File: config.mk
export PLATFORM = sky130hd
export DESIGN_NAME = pipe_ctrl
export DESIGN_NICKNAME = d
export VERILOG_FILES = /design/src/rtl/pipe_ctrl.sv
export SDC_FILE = /design/constraint.sdc
export NUM_CORES = 1
export LEC_CHECK = 0
export ABC_AREA = 1
export CORE_UTILIZATION = 48
export DETAILED_ROUTE_END_ITERATION = 8
export PLACE_DENSITY = 0.89
export SLEW_MARGIN = 20
export SYNTH_ARGS = -nofsm -noshare
export SYNTH_HDL_FRONTEND = slang
export SYNTH_SLANG_ARGS = --single-unit
File: constraint.sdc
create_clock -name clk -period 7.5 [get_ports clk]
set_input_delay 1.125 -clock clk [delete_from_list [all_inputs] [get_ports clk]]
set_output_delay 1.125 -clock clk [all_outputs]
set_load 0.05 [all_outputs]
File: src/rtl/pipe_ctrl.sv
// Pipeline sequencing controller: fetch PC, per-stage valids, load enables,
// oldest-first flush resolution with bubble-collapsing hold chain, retire order.
// All outputs combinational from state and inputs; state updates on posedge clk.
module pipe_ctrl #(
   parameter int          NSTAGES    = 5,
   parameter logic [31:0] RESET_PC   = 32'h1eceb000,
   parameter int          INSN_BYTES = 4,
   parameter int          ORDER_W    = 64
) (
   input  logic                    clk,
   input  logic                    rst,
   input  logic [NSTAGES-1:0]      stall_req,
   input  logic [NSTAGES-1:0]      flush_req,
   input  logic [32*NSTAGES-1:0]   flush_pc,
   output logic [31:0]             pc,
   output logic                    fetch_kill,
   output logic [NSTAGES-1:0]      stage_valid,
   output logic [NSTAGES-1:0]      load_en,
   output logic [NSTAGES-1:0]      flush_ack,
   output logic                    retire_valid,
   output logic [ORDER_W-1:0]      retire_order
);

   // Registered state; stage 0 is implicitly live whenever out of reset.
   logic [NSTAGES-1:1] v_q;
   logic [31:0]        pc_q;
   logic [ORDER_W-1:0] order_q;

   logic [NSTAGES-1:0] v;
   logic [NSTAGES:0]   hold;

   logic               flush_any;
   logic               flush_blocked;
   logic [NSTAGES-1:0] flush_oh;
   logic [NSTAGES-1:0] kill_mask;
   logic [31:0]        flush_tgt;
   logic               accept;
   logic               retire;

   logic [NSTAGES-1:1] v_d;
   logic [31:0]        pc_d;
   logic [ORDER_W-1:0] order_d;

   assign v = {v_q, ~rst};

   // Hold chain from writeback down: a stage holds only if it is live and
   // either stalls itself or is blocked by a held successor, so bubbles collapse.
   always_comb begin
      hold          = '0;
      hold[NSTAGES] = 1'b0;
      for (int k = NSTAGES - 1; k >= 0; k--) begin
         hold[k] = v[k] & (stall_req[k] | hold[k+1]);
      end
   end

   // Pick the oldest live redirect; ascending scan so the highest index wins.
   // Stage 0 never redirects, and a held winner blocks all younger requests.
   always_comb begin
      flush_any     = 1'b0;
      flush_blocked = 1'b0;
      flush_oh      = '0;
      kill_mask     = '0;
      flush_tgt     = '0;
      for (int k = 0; k < NSTAGES; k++) begin
         if (flush_req[k] && v[k] && (k != 0)) begin
            flush_any     = 1'b1;
            flush_blocked = hold[k];
            flush_oh      = '0;
            flush_oh[k]   = 1'b1;
            flush_tgt     = flush_pc[32*k +: 32];
            for (int j = 0; j < NSTAGES; j++) begin
               kill_mask[j] = (j <= k);
            end
         end
      end
   end

   assign accept = flush_any & ~flush_blocked & ~rst;
   assign retire = ~rst & v[NSTAGES-1] & ~stall_req[NSTAGES-1];

   // Output drive; everything is forced quiet while reset is asserted.
   always_comb begin
      pc           = pc_q;
      fetch_kill   = accept;
      stage_valid  = rst ? '0 : v;
      load_en      = rst ? '0 : (~hold[NSTAGES-1:0] | (accept ? kill_mask : '0));
      flush_ack    = accept ? flush_oh : '0;
      retire_valid = retire;
      retire_order = order_q;
   end

   // Next-state: advance unheld stages, kill everything younger than an
   // accepted redirect, and steer the PC.
   always_comb begin
      v_d = v_q;
      for (int k = 1; k < NSTAGES; k++) begin
         if (!hold[k]) begin
            v_d[k] = v[k-1] & ~hold[k-1];
         end
         if (accept && kill_mask[k]) begin
            v_d[k] = 1'b0;
         end
      end

      if (accept) begin
         pc_d = flush_tgt;
      end else if (hold[0]) begin
         pc_d = pc_q;
      end else begin
         pc_d = pc_q + 32'(INSN_BYTES);
      end

      order_d = order_q + {{(ORDER_W-1){1'b0}}, retire};
   end

   // State registers with synchronous reset.
   always_ff @(posedge clk) begin
      if (rst) begin
         v_q     <= '0;
         pc_q    <= RESET_PC;
         order_q <= '0;
      end else begin
         v_q     <= v_d;
         pc_q    <= pc_d;
         order_q <= order_d;
      end
   end

endmodule
==> impl_results.md, run 1 <==
- Status: completed
- Area taken by flip-flops and latches: 2000 um2
- Die width: 124 um
- DRT iter0 DRCs: 841
- EDFF count, synth: 0
- Most frequent cells in the layout: nand2_1 (446), clkdlybuf4s50_1 (249), nor2_1 (175)
- CTS tree: yes
- Share of cells above drive strength 1: 3.66%
- CP peak stage delay: 0.85 ns
- Total grt overflow: 0
- Clock root buffer: clkbuf_16
- Port buffer count: 250
- Die Height: 124 um
- Crit path DAT: 4.37 ns
- Clock transition at the registers of the reported paths: 0.07 ns
- Die ar.: 15,400 um2
- Mean area per synthesized cell: 5.74 um2
- Routed WL per cell: 16.1 um
- Ys flop type: dfxtp_1
- RR Startpoint: v_q[4]$_SDFFE_PP0N_
- Total track usage: 35.4%
- Worst Setup Start Kind: input port
- Final Cell Area: 9990 um2
- Vias in the first global route: 8,241
- Number of distinct library cells after synthesis: 38
- Area of the multi-input gates: 4540 um2
- Yosys top cell area share: 28.0%
- Final worst-path cycle share: 73.2%
- Commonest non-fill, non-tap cell in the layout: nand2_1
- Max frequency: 182 MHz
- Fin Clk Skew: 0.00737 ns
- Post-CTS setup buffer count: 0
- Unrepaired setup endpoints after global routing: no
- Slowest cell on crit path: clkdlybuf4s50_1
- Asr flop ratio synth: 0%
- Setup slack, reg-to-reg: 3.94 ns
- Cells after DPL: 1,642
- Num rows: 44
- Reg-to-Reg End: pc[13]$_SDFFE_PP1P_
- Worst hold stages: 2
- Filler cells: 1,316
- Setup TNS: 0 ns
- Via count: 9,117
- Min-delay src: retire_order[62]$_SDFF_PP0_
- Crit Path Class: input port to output pin
- Area after DPL: 9700 um2
- Initial Util: 49.1%
- Largest delay share family, worst path: buffers and inverters
- CTS hold repair buffers: 0
- TritonCTS Buffers: 9
- Post-CTS sizing: 0
- WL final: 26,800 um
- Tmin final: 5.49 ns
- # DRC: 0
- Final #Nets: 1,644
- I/O pin count: 285
- Yosys warns: 0
- Max-cap check violation count: 0
- Htree depth: 3
- Worst-Skew Late Latency: 0.36 ns
- CP bufs+invs: 4
- CP most frequent cell: clkdlybuf4s50_1
- Worst EP required: 6.38 ns
- Final Hold Vio Count: 0
- Synth top area cells: dfxtp_1 (28%), nand2_1 (23%), nor2_1 (9.2%), nand3_1 (6.7%), a21oi_1 (5.3%)
- Hold EP: retire_order[62]$_SDFF_PP0_
- Slew HR: 43.5%
- HPWL after DPL: 21,000 um
- Clock tree buffer depth: 2
- Worst hold path class: flip-flop to flip-flop
- Area grow syn2layout: 39.9%
- Syn Std Cell Area: 7140 um2
- CP Capture Type: output pin
- Vias per cell: 5.50
- Final core utilization: 68.8%
- Drt first pass iters: 6
- Initial antenna violation count: 1
- Largest net degree at the start of global routing: 79
- Final antenna-violating net count: 0
- Crit-path cells: clkdlybuf4s50_1, nand2_2, inv_2, nor2_2, nand2_1, nand3_2, nor2_8, nand2_4, buf_4, a21oi_2, clkdlybuf4s50_1
- Power Density: 131 nW/um2
- TritonCTS Sinks: 100
- Max-slew violation count: 0
- #FFs+latches synth: 100
- GP Congestion: 0.960
- Leading area contributor after synthesis: dfxtp_1
- Layout Cells excl Fill: 1,659
- Register area share after synthesis: 28.0%
- Final setup fails: 0
- Actual slew at the worst max-slew pin: 0.848 ns
- Worst-path fanout max: 57
- Worst VDD drop: 0.000102 V
- Area of the core: 14,500 um2
- Synth Instances: 1,244
- Leak Pwr: 3.65 nW
- Syn nets: 1,419
- Worst Reg-to-Reg Cells: 10
- First-pass GRT wire length: 41,600 um
==> layout make-up <==
cell class              instances  share of cell area (%)
flip-flops and latches        100                    20.0
inverters                     106                    3.98
multi-input cells             998                    45.4
repair buffers                254                    25.3
clock inverters                 6                   0.626
clock buffers                  10                    2.29
well taps                     184                    2.30
diodes                          1                  0.0250
==> Yosys cell counts (5+ instances only) <==
master    number
nand2_1      446
nor2_1       176
dfxtp_1      100
inv_1         98
nand3_1       96
a21oi_1       75
nand4_1       55
nor3_1        34
o21ai_0       28
nand3b_1      19
clkbuf_1      18
buf_2         14
xor2_1        14
or2_2         12
xnor2_1       10
inv_2          7
buf_6          5
o21ai_1        5
==> worst reg2reg max path, stage by stage (launching register included) <==
cell and delay (ns):
dfxtp_1 0.35, nand2_2 0.28, nand2_1 0.29, nor2_2 0.22
nand2_2 0.23, nand2_4 0.15, buf_4 0.50, nand3_2 0.69
inv_2 0.58, nand2_1 0.12, nand3_1 0.10
==> per-layer routing <==
| layer | GRT usage [%] | part of all wire [%] |
|---|---|---|
| met2 | 58.6 | 46 |
| met1 | 43.2 | 40 |
| met3 | 7.65 | 8.9 |
| met5 | 0 | 0 |
| met4 | 17.6 | 4.7 |
==> worst max path at each step <==
stage                             from                          end  slack [ns]  depth (start not counted)
after floorplan                    rst  retire_order[62]$_SDFF_PP0_        3.10                         15
after CTS                 flush_req[4]                   load_en[0]        2.03                         11
final                     flush_req[4]                   load_en[0]        2.01                         11
after global placement    flush_req[4]                   load_en[0]        2.08                         11
after detailed placement  flush_req[4]                   load_en[0]        2.05                         11
after global routing      flush_req[4]                   load_en[0]        1.80                         11
==> cells by family after synthesis <==
kind of cell             Yosys count  synth area share [%]
AND/OR/NAND/NOR                  855                  51.6
AO/OA/AOI/OAI                    115                  8.34
other                              1                0.0525
buffers and inverters            146                  8.50
adder cells (fa/ha/maj)            3                 0.526
XOR/XNOR                          24                  2.94
flip-flops                       100                  28.0
==> stage by stage <==
step,hold slack (ns),setup WS (ns),power (mW)
after floorplan,0.512,3.10,0.715
after global placement,0.469,2.08,0.838
after detailed placement,0.477,2.05,0.841
after CTS,0.486,2.03,1.31
after global routing,0.510,1.80,1.36
final,0.481,2.01,1.31
==> registers in the layout, indices dropped and copies added, names as in the netlist <==
name / flops
pc: 32
retire_order: 64
v_q: 4
==> where the power goes <==
| part | switching, mW | leakage (nW) | internal, mW |
|---|---|---|---|
| clock network | 0.219 | 0.147 | 0.260 |
| logic | 0.148 | 2.69 | 0.120 |
| registers | 0.0222 | 0.810 | 0.544 |
| total | 0.389 | 3.65 | 0.923 |
No activity file was read; power rests on OpenSTA's default activity.
==> run 2, diff against run 1 <==
--- a/config.mk
+++ b/config.mk
@@ -6,9 +6,9 @@
 export NUM_CORES = 1
 export LEC_CHECK = 0
 export ABC_AREA = 1
-export CORE_UTILIZATION = 48
+export CORE_UTILIZATION = 40
 export DETAILED_ROUTE_END_ITERATION = 8
-export PLACE_DENSITY = 0.89
+export PLACE_DENSITY = 0.8
 export SLEW_MARGIN = 20
 export SYNTH_ARGS = -nofsm -noshare
 export SYNTH_HDL_FRONTEND = slang
==> constraint.sdc (replaced) <==
create_clock -name clk -period 5 [get_ports clk]
set_input_delay 0.75 -clock clk [delete_from_list [all_inputs] [get_ports clk]]
set_output_delay 0.75 -clock clk [all_outputs]
set_load 0.05 [all_outputs]
==> impl_results.md, run 2 (synthesized netlist as in run 1, its figures left out) <==
- Num rows: 48
- Final #Nets: 1,647
- Setup slack, reg-to-reg: 1.58 ns
- Initial Util: 41.2%
- Die Height: 136 um
- Largest net degree at the start of global routing: 72
- Worst Reg-to-Reg Cells: 10
- Commonest non-fill, non-tap cell in the layout: nand2_1
- HPWL after DPL: 21,600 um
- Hold_ws: 0.480 ns
- Vias per cell: 5.26
- Most frequent cells in the layout: nand2_1 (446), clkdlybuf4s50_1 (241), nor2_1 (175)
- Setup TNS: 0 ns
- WL final: 27,000 um
- Max reg flops: 64
- Worst hold path class: flip-flop to flip-flop
- Htree depth: 3
- CP peak stage delay: 0.86 ns
- Clock root buffer: clkbuf_16
- Hold EP: retire_order[62]$_SDFF_PP0_
- Share of cells above drive strength 1: 4.40%
- Total grt overflow: 0
- Max frequency: 254 MHz
- Die ar.: 18,400 um2
- Crit path DAT: 3.19 ns
- CTS hold repair buffers: 0
- Worst Setup Start Kind: input port
- Antenna Cells: 0
- Vias in the first global route: 8,227
- # DRC: 0
- Post-CTS setup buffer count: 0
- Final worst-path cycle share: 78.9%
- I/O pin count: 285
- Final antenna-violating net count: 0
- Final Hold Vio Count: 0
- Post-CTS sizing: 0
- Slowest cell on crit path: clkdlybuf4s50_1
- Initial antenna violation count: 0
- CP bufs+invs: 3
- Routed WL per cell: 15.9 um
- Crit-path cells: clkdlybuf4s50_1, nand2_2, inv_2, nor2_2, nand2_1, nand3_2, nor2_8, nand2_1, a21oi_1, clkdlybuf4s50_1
- Area grow syn2layout: 41.0%
- Filler cells: 1,712
- GP Congestion: 0.946
- First-pass GRT wire length: 41,800 um
- DRT iter0 DRCs: 638
- Tmin final: 3.94 ns
- Max-cap check violation count: 0
- Die width: 136 um
- Power Density: 201 nW/um2
- Max-slew violation count: 0
- Port buffer count: 250
- Fin Clk Skew: 0.0118 ns
- TritonCTS Sinks: 100
- Crit Path Class: input port to output pin
- Total track usage: 29.6%
- Via count: 8,955
- Unrepaired setup endpoints after global routing: no
- Area of the core: 17,400 um2
- Slew HR: 46.3%
- Area of the multi-input gates: 4540 um2
- Worst-Skew Late Latency: 0.37 ns
- Worst hold stages: 2
- Min-delay src: retire_order[62]$_SDFF_PP0_
- Clock transition at the registers of the reported paths: 0.06 ns
- Drt first pass iters: 5
- Area taken by flip-flops and latches: 2000 um2
- Leak Pwr: 3.69 nW
- Status: completed
- CTS tree: yes
- RR Startpoint: v_q[4]$_SDFFE_PP0N_
- CP Capture Type: output pin
- Final setup fails: 0
- Worst EP required: 4.25 ns
- Clock tree buffer depth: 2
- TritonCTS Buffers: 9
- Actual slew at the worst max-slew pin: 0.806 ns
- Worst-path fanout max: 19
- Largest delay share family, worst path: buffers and inverters
- Worst VDD drop: 0.000244 V
- Reg-to-Reg End: pc[25]$_SDFFE_PP1P_
run 2: cell types whose count changed in the layout (fill, tap and decap cells not counted), sizes merged:
cell	change
clkinv	-1
clkbuf	+1
bufinv	+1
clkdlybuf4s50	-8
buf	+11
diode	-1
inv	-1
run 2: metal layers:
layer	up-vias	wire [um]	GRT usage (%)	part of all wire, %
met5	-	0	0	0
met4	0	1040	13.0	3.9
met3	72	1900	5.91	7.0
met2	386	12900	50.3	48
met1	4024	11200	35.8	42
li1	4473	-	-	-
run 2: layout make-up:
cell class,instances,share of cell area (%)
well taps,225,2.79
repair buffers,257,25.1
multi-input cells,998,45.0
inverters,106,3.95
clock inverters,5,0.820
flip-flops and latches,100,19.9
clock buffers,11,2.41
run 2: worst max-delay path by stage:
stage               slack [ns]  cells past startpoint          from                           to
finish                    1.06                     10  flush_req[4]                   load_en[3]
global route              0.80                     11  flush_req[4]          pc[25]$_SDFFE_PP1P_
CTS                       1.05                     10  flush_req[4]                   load_en[3]
detailed placement        0.75                     11  flush_req[4]          pc[25]$_SDFFE_PP1P_
global placement          0.81                     11  flush_req[4]           pc[6]$_SDFFE_PP0P_
floorplan                 0.97                     15           rst  retire_order[62]$_SDFF_PP0_
run 2: per-stage QoR:
| step | total power, mW | utilization (%) | cells | instance area, um2 | worst slack (ns) |
|---|---|---|---|---|---|
| 6_report | 2.03 | 58.0 | 1702 | 10100 | 1.06 |
| 2_1_floorplan | 1.07 | - | 1244 | 7140 | 0.972 |
| 5_1_grt | 2.10 | 58.0 | 1702 | 10100 | 0.797 |
| 3_5_place_dp | 1.26 | 56.2 | 1686 | 9750 | 0.750 |
| 3_3_place_gp | 1.26 | 56.2 | 1686 | 9750 | 0.811 |
| 4_1_cts | 2.03 | 58.0 | 1702 | 10100 | 1.05 |
run 2: report_power, final:
group	internal [mW]	switching, mW	total (mW)
logic	0.179	0.220	0.399
registers	0.816	0.0325	0.848
clock network	0.454	0.326	0.781
run 2: worst min-delay path: stages (launching register included):
cell	delay [ns]
dfxtp_1	0.32
nand2_1	0.06
a21oi_1	0.05
